===== config.mk =====
export PLATFORM = sky130hd
export DESIGN_NAME = request_unit_flat
export DESIGN_NICKNAME = d
export VERILOG_FILES = /design/src/rtl/request_unit_pkg.sv /design/src/rtl/request_unit_if.sv /design/src/rtl/request_unit_sat_counter.sv /design/src/rtl/request_unit.sv /design/src/flat_wrapper.sv
export SDC_FILE = /design/constraint.sdc
export NUM_CORES = 1
export LEC_CHECK = 0
export ABC_AREA = 1
export ABC_CLOCK_PERIOD_IN_PS = 1700
export BUFFER_PORTS_ARGS = -buffer_cell sky130_fd_sc_hd__buf_2
export CORE_UTILIZATION = 50
export CTS_BUF_LIST = sky130_fd_sc_hd__clkbuf_8 sky130_fd_sc_hd__clkbuf_16
export CTS_CLUSTER_SIZE = 30
export DETAILED_ROUTE_END_ITERATION = 8
export PLACE_DENSITY_LB_ADDON = 0.12
export SLEW_MARGIN = 20
export SYNTH_ARGS = -nofsm -noshare
export SYNTH_HDL_FRONTEND = slang
export SYNTH_SLANG_ARGS = --single-unit

===== constraint.sdc =====
create_clock -name CLK -period 1.7 [get_ports CLK]
set_clock_uncertainty 0.15 [all_clocks]
set_input_delay 0.085 -clock CLK [delete_from_list [all_inputs] [get_ports CLK]]
set_output_delay 0.085 -clock CLK [all_outputs]
set_load 0.02 [all_outputs]

===== src/rtl/request_unit_pkg.sv =====
// Shared types for the request unit: FSM state encoding and data-request decode.
package request_unit_pkg;

    localparam int CNT_W_DEF = 32;

    typedef enum logic [1:0] {
        FETCH  = 2'd0,
        DATA   = 2'd1,
        HALTED = 2'd2
    } reqstate_t;

    // Returns {write, read}; a write wins when both are requested.
    function automatic logic [1:0] decode_op(input logic dren, input logic dwen);
        return {dwen, dren & ~dwen};
    endfunction

endpackage


===== src/rtl/request_unit_if.sv =====
// Control-unit / memory handshake bundle seen by the request unit.
interface request_unit_if
    import request_unit_pkg::*;
#(
    parameter int CNT_W = CNT_W_DEF
);
    logic             cu_iREN;
    logic             cu_dREN;
    logic             cu_dWEN;
    logic             cu_halt;
    logic             ihit;
    logic             dhit;
    logic             imemREN;
    logic             dmemREN;
    logic             dmemWEN;
    logic             pc_en;
    logic             wb_en;
    logic             halt;
    logic [CNT_W-1:0] instr_cnt;
    logic [CNT_W-1:0] stall_cnt;

    modport ru (
        input  cu_iREN, cu_dREN, cu_dWEN, cu_halt, ihit, dhit,
        output imemREN, dmemREN, dmemWEN, pc_en, wb_en, halt, instr_cnt, stall_cnt
    );

    modport tb (
        output cu_iREN, cu_dREN, cu_dWEN, cu_halt, ihit, dhit,
        input  imemREN, dmemREN, dmemWEN, pc_en, wb_en, halt, instr_cnt, stall_cnt
    );
endinterface


===== src/rtl/request_unit_sat_counter.sv =====
// Event counter that sticks at all-ones instead of wrapping.
module request_unit_sat_counter #(
    parameter int CNT_W = 32
) (
    input  logic             CLK,
    input  logic             nRST,
    input  logic             en,
    output logic [CNT_W-1:0] count
);
    localparam logic [CNT_W-1:0] ONE = {{(CNT_W-1){1'b0}}, 1'b1};

    logic [CNT_W-1:0] r_count;

    // Count enabled cycles, holding once the maximum is reached.
    always_ff @(posedge CLK) begin
        if (!nRST) begin
            r_count <= '0;
        end else if (en && (r_count != '1)) begin
            r_count <= r_count + ONE;
        end else begin
            r_count <= r_count;
        end
    end

    assign count = r_count;
endmodule


===== src/rtl/request_unit.sv =====
// Sequences instruction fetch and data access, gates PC advance/write-back, latches halt.
module request_unit
    import request_unit_pkg::*;
#(
    parameter int CNT_W = CNT_W_DEF
) (
    input  logic       CLK,
    input  logic       nRST,
    request_unit_if.ru ruif
);
    reqstate_t        r_state;
    logic             r_dren;
    logic             r_dwen;
    logic             r_halt;
    logic             w_advance;
    logic             w_wait;
    logic             w_imem_ren;
    logic [1:0]       w_op;
    logic [CNT_W-1:0] w_icnt;
    logic [CNT_W-1:0] w_scnt;

    assign w_op = decode_op(ruif.cu_dREN, ruif.cu_dWEN);

    // PC advance and stall detection; the hit that is not awaited in a state is ignored.
    always_comb begin
        w_advance  = 1'b0;
        w_wait     = 1'b0;
        w_imem_ren = 1'b0;
        case (r_state)
            FETCH: begin
                w_imem_ren = ruif.cu_iREN;
                if (ruif.ihit) begin
                    w_advance = !ruif.cu_halt && (w_op == 2'b00);
                end else begin
                    w_wait = 1'b1;
                end
            end
            DATA: begin
                if (ruif.dhit) begin
                    w_advance = 1'b1;
                end else begin
                    w_wait = 1'b1;
                end
            end
            HALTED: begin
                w_advance = 1'b0;
            end
            default: begin
                w_advance = 1'b0;
            end
        endcase
    end

    // Request sequencing FSM; the data request is latched on entry and held until dhit.
    always_ff @(posedge CLK) begin
        if (!nRST) begin
            r_state <= FETCH;
            r_dren  <= 1'b0;
            r_dwen  <= 1'b0;
            r_halt  <= 1'b0;
        end else begin
            case (r_state)
                FETCH: begin
                    if (ruif.ihit && ruif.cu_halt) begin
                        r_state <= HALTED;
                        r_halt  <= 1'b1;
                    end else if (ruif.ihit && (w_op != 2'b00)) begin
                        r_state          <= DATA;
                        {r_dwen, r_dren} <= w_op;
                    end else begin
                        r_state <= FETCH;
                    end
                end
                DATA: begin
                    if (ruif.dhit) begin
                        r_state <= FETCH;
                        r_dren  <= 1'b0;
                        r_dwen  <= 1'b0;
                    end else begin
                        r_state <= DATA;
                    end
                end
                HALTED: begin
                    r_state <= HALTED;
                    r_halt  <= 1'b1;
                end
                default: begin
                    r_state <= FETCH;
                    r_dren  <= 1'b0;
                    r_dwen  <= 1'b0;
                    r_halt  <= 1'b0;
                end
            endcase
        end
    end

    request_unit_sat_counter #(.CNT_W(CNT_W)) u_instr_cnt (
        .CLK   (CLK),
        .nRST  (nRST),
        .en    (w_advance),
        .count (w_icnt)
    );

    request_unit_sat_counter #(.CNT_W(CNT_W)) u_stall_cnt (
        .CLK   (CLK),
        .nRST  (nRST),
        .en    (w_wait),
        .count (w_scnt)
    );

    assign ruif.imemREN   = w_imem_ren;
    assign ruif.dmemREN   = r_dren && (r_state == DATA);
    assign ruif.dmemWEN   = r_dwen && (r_state == DATA);
    assign ruif.pc_en     = w_advance;
    assign ruif.wb_en     = w_advance;
    assign ruif.halt      = r_halt;
    assign ruif.instr_cnt = w_icnt;
    assign ruif.stall_cnt = w_scnt;
endmodule


===== src/flat_wrapper.sv =====
// flat-port wrapper written by rule: the top's interface ports become plain ports
module request_unit_flat import request_unit_pkg::*;
#(
    parameter int CNT_W = CNT_W_DEF
)
  (CLK, nRST, ruif_cu_iREN, ruif_cu_dREN, ruif_cu_dWEN, ruif_cu_halt, ruif_ihit, ruif_dhit, ruif_imemREN, ruif_dmemREN, ruif_dmemWEN, ruif_pc_en, ruif_wb_en, ruif_halt, ruif_instr_cnt, ruif_stall_cnt);
  request_unit_if #(.CNT_W(CNT_W)) ruif_i ();
  input  logic CLK;
  input  logic nRST;
  input wire logic [$bits(ruif_i.cu_iREN)-1:0] ruif_cu_iREN;
  input wire logic [$bits(ruif_i.cu_dREN)-1:0] ruif_cu_dREN;
  input wire logic [$bits(ruif_i.cu_dWEN)-1:0] ruif_cu_dWEN;
  input wire logic [$bits(ruif_i.cu_halt)-1:0] ruif_cu_halt;
  input wire logic [$bits(ruif_i.ihit)-1:0] ruif_ihit;
  input wire logic [$bits(ruif_i.dhit)-1:0] ruif_dhit;
  output wire logic [$bits(ruif_i.imemREN)-1:0] ruif_imemREN;
  output wire logic [$bits(ruif_i.dmemREN)-1:0] ruif_dmemREN;
  output wire logic [$bits(ruif_i.dmemWEN)-1:0] ruif_dmemWEN;
  output wire logic [$bits(ruif_i.pc_en)-1:0] ruif_pc_en;
  output wire logic [$bits(ruif_i.wb_en)-1:0] ruif_wb_en;
  output wire logic [$bits(ruif_i.halt)-1:0] ruif_halt;
  output wire logic [$bits(ruif_i.instr_cnt)-1:0] ruif_instr_cnt;
  output wire logic [$bits(ruif_i.stall_cnt)-1:0] ruif_stall_cnt;
  assign ruif_i.cu_iREN = ruif_cu_iREN;
  assign ruif_i.cu_dREN = ruif_cu_dREN;
  assign ruif_i.cu_dWEN = ruif_cu_dWEN;
  assign ruif_i.cu_halt = ruif_cu_halt;
  assign ruif_i.ihit = ruif_ihit;
  assign ruif_i.dhit = ruif_dhit;
  assign ruif_imemREN = ruif_i.imemREN;
  assign ruif_dmemREN = ruif_i.dmemREN;
  assign ruif_dmemWEN = ruif_i.dmemWEN;
  assign ruif_pc_en = ruif_i.pc_en;
  assign ruif_wb_en = ruif_i.wb_en;
  assign ruif_halt = ruif_i.halt;
  assign ruif_instr_cnt = ruif_i.instr_cnt;
  assign ruif_stall_cnt = ruif_i.stall_cnt;
  request_unit #(.CNT_W(CNT_W)) u_core (.CLK(CLK), .nRST(nRST), .ruif(ruif_i));
endmodule

==> reports/results.ini <==
[clocking]
cts_max_path_buffers=2
cts_made_buffers=9
cts_max_level=3
clk_pin_slew_ns=0.08
cts_root_buffer=clkbuf_8
cts.sinks=69
clk_latency_ns=0.35
tritoncts=built

[routing]
drcViolationCount=0
dr.pass1.iters=5
routed_via_density=5.52
drt_wl_total_mm=13.7
ant_nets=0
dr_total_vias=5110
drt-wirelength-per-cell_microns=14.8
drt_iter0_markers=286

[placed_design]
hpwl_mm=8.63
gp_congestion=0.917
placed_cells=884
io_buffers=77
dpl_cell_area_sq_mm=0.00499

[pwr]
p_leak_nw=2.67
vdd_ir_drop_max_uv=385
powerDensity_mw_per_mm2=576

[sta]
finalHoldViolCount=0
rsz0062_at_grt=true
max_slew_margin_pct=65.1
setup_violations=50
max_freq_mhz=554
fin_setup_tns_ns=-2.51
period_minus_slack_ns=1.81
maxSlewViolCount=0
tightest_slew_ns=0.523
finalCritPeriodShare_pct=106
fin_ws_ns=-0.106

[layout]
final_cell_area_sq_mm=0.00599
fill_cells=572
multi_input_comb_area_sq_mm=0.00274
seq_area_sq_mm=0.00143
nets=829
area_delta_synth_final_pct=47.1
fin_cells=926
drive_above_1_share_pct=38.3
antennaDiodeCount=0

[worst_hold_path]
worstHoldPathCells=4
hold_path.class=in2reg

[logic_synthesis]
synthTopCellsByArea=dfxtp_1 34%, nand2_1 16%, nor2_1 14%
synth_top_cell_by_area=dfxtp_1
ys_seq_elements=69
synth.distinct_cells=27
avgSynthCellArea_sq_um=6.12
ys_seq_area_share_pct=33.9
synthCells=665
synth_warnings=0
syn_area_sq_mm=0.00407
yosysTopAreaCellShare_pct=33.9
syn-num-nets=675

[global_route]
grt_usage_pct=28.8
antenna_found_initial=0
grt_overflow=0
grt_pass1_wl_mm=19.7
grt_start_max_net_pins=49
grt_pass1_vias=4492

[outcome]
violations=setup timing
status=finished, violations left

[die]
die_y_microns=92.3
die_w_microns=92.3
die-area_sq_mm=0.00851
std_cell_rows=32
initial_core_util_pct=52.2
core-area_sq_mm=0.00781
io_pins=78

[job]
drv_cap=0

[critical_path]
cp.required_ns=1.82
arrival_ns=1.92
end_kind=register
regToRegSetupSlack_ns=-0.11
r2r_cells=7
start_kind=register
path_class=reg2reg
crit_fanout=8

critical path: stages (launching register included):
cell	delay, ns
dfxtp_1	0.44
nand4_1	0.22
nor2_4	0.21
nand3_4	0.20
buf_12	0.22
nand2_8	0.08
nand2_1	0.05
a21oi_1	0.14
cell usage in the layout (no fill, tap or decap), types with 3 or more instances in the layout:
master,synthesis,routed
nand2_1,169,152
nor2_1,148,122
buf_2,7,77
buf_4,4,70
inv_1,61,61
nand3_1,81,59
a21oi_1,65,40
dfxtp_1,69,39
dfxtp_2,0,25
a21oi_2,0,24
nor2_2,2,23
nand3_2,1,20
nand2_2,5,19
nand4_1,13,13
clkbuf_8,0,11
nor2_4,5,10
xnor2_1,9,9
clkbuf_16,0,7
buf_12,0,5
dfxtp_4,0,5
nand3_4,1,4
nand2_4,2,4
xor2_1,3,3
dlygate4sd3_1,0,3
report_power, final:
group,internal [mW],total [mW],switching (mW)
Sequential,1.63,1.64,0.0131
Clock,0.897,1.55,0.656
Combinational,0.102,0.257,0.155
area by class of cell:
class	instances	share of cell area [%]
clock buffer	11	2.53
multi-input combinational	513	45.8
clock inverter	5	1.23
tap	102	2.13
timing repair buffer	163	20.5
inverter	63	3.99
sequential	69	23.9
state kept, by name, indices dropped and copies added (netlist names):
register,cells
u_core.r_state,2
u_core.ruif.halt,1
u_core.u_instr_cnt.count,32
u_core.r_dwen,1
u_core.u_stall_cnt.count,32
u_core.r_dren,1
worst paths after layout:
check / to / from
worst max-delay path: u_core.u_stall_cnt.count[2] / u_core.u_stall_cnt.count[28]
worst min register to register: u_core.r_dwen / u_core.r_dwen
worst min-delay path: u_core.r_state[0] / ruif_cu_dREN
worst max register to register: u_core.u_stall_cnt.count[2] / u_core.u_stall_cnt.count[28]
cells by family after synthesis:
group / synth area share, %
AOI/OAI and AO/OA: 8.76
xor gates and xnor gates: 2.58
DFF: 33.9
buffers and inverters: 8.97
adders and majority gates: 0.614
and+or+nand+nor: 45.2
cells in the mapped netlist:
master    instances
inv_2             2
a21oi_1          65
nor2_1          148
ha_1              2
buf_6             4
clkbuf_1          4
nor2_2            2
nand3_4           1
buf_4             4
nand3_1          81
inv_1            61
o21ai_0           2
nand3_2           1
nand2_1         169
a211oi_1          2
buf_2             7
nand2_4           2
nor2_4            5
nand2_2           5
xnor2_1           9
nor3_1            1
dfxtp_1          69
nand4_1          13
nand3b_1          1
a31oi_1           1
buf_1             1
xor2_1            3
metrics by stage:
| step | hold slack [ns] | power (mW) | util (%) | setup slack [ns] |
|---|---|---|---|---|
| 2_1_floorplan | 0.0930 | 1.83 | - | 0.00630 |
| 3_3_place_gp | 0.266 | 1.89 | 63.9 | -0.0265 |
| 3_5_place_dp | 0.268 | 1.90 | 63.9 | -0.0577 |
| 4_1_cts | 0.0361 | 3.43 | 68.1 | 0.00274 |
| 5_1_grt | 0.0641 | 3.56 | 76.7 | -0.215 |
| 6_report | 0.0362 | 3.45 | 76.7 | -0.106 |
metal layers:
metal / GRT usage, % / up-vias / routed length [microns]
met3: 3.81 / 58 / 983
met5: 0 / - / 0
li1: - / 2438 / -
met2: 51.4 / 259 / 6960
met4: 15.4 / 0 / 514
met1: 33.1 / 2355 / 5280
repair_timing:
item                                   in CTS  in global routing
hold buffers                                3                  0
setup endpoints to repair                  46                 66
setup buffers                               4                 12
gates cloned                                0                  7
gates resized for setup                    15                120
endpoints found under the hold margin       4                  0
pin swaps                                   3                 27
Power figures use the tool's default switching activity.
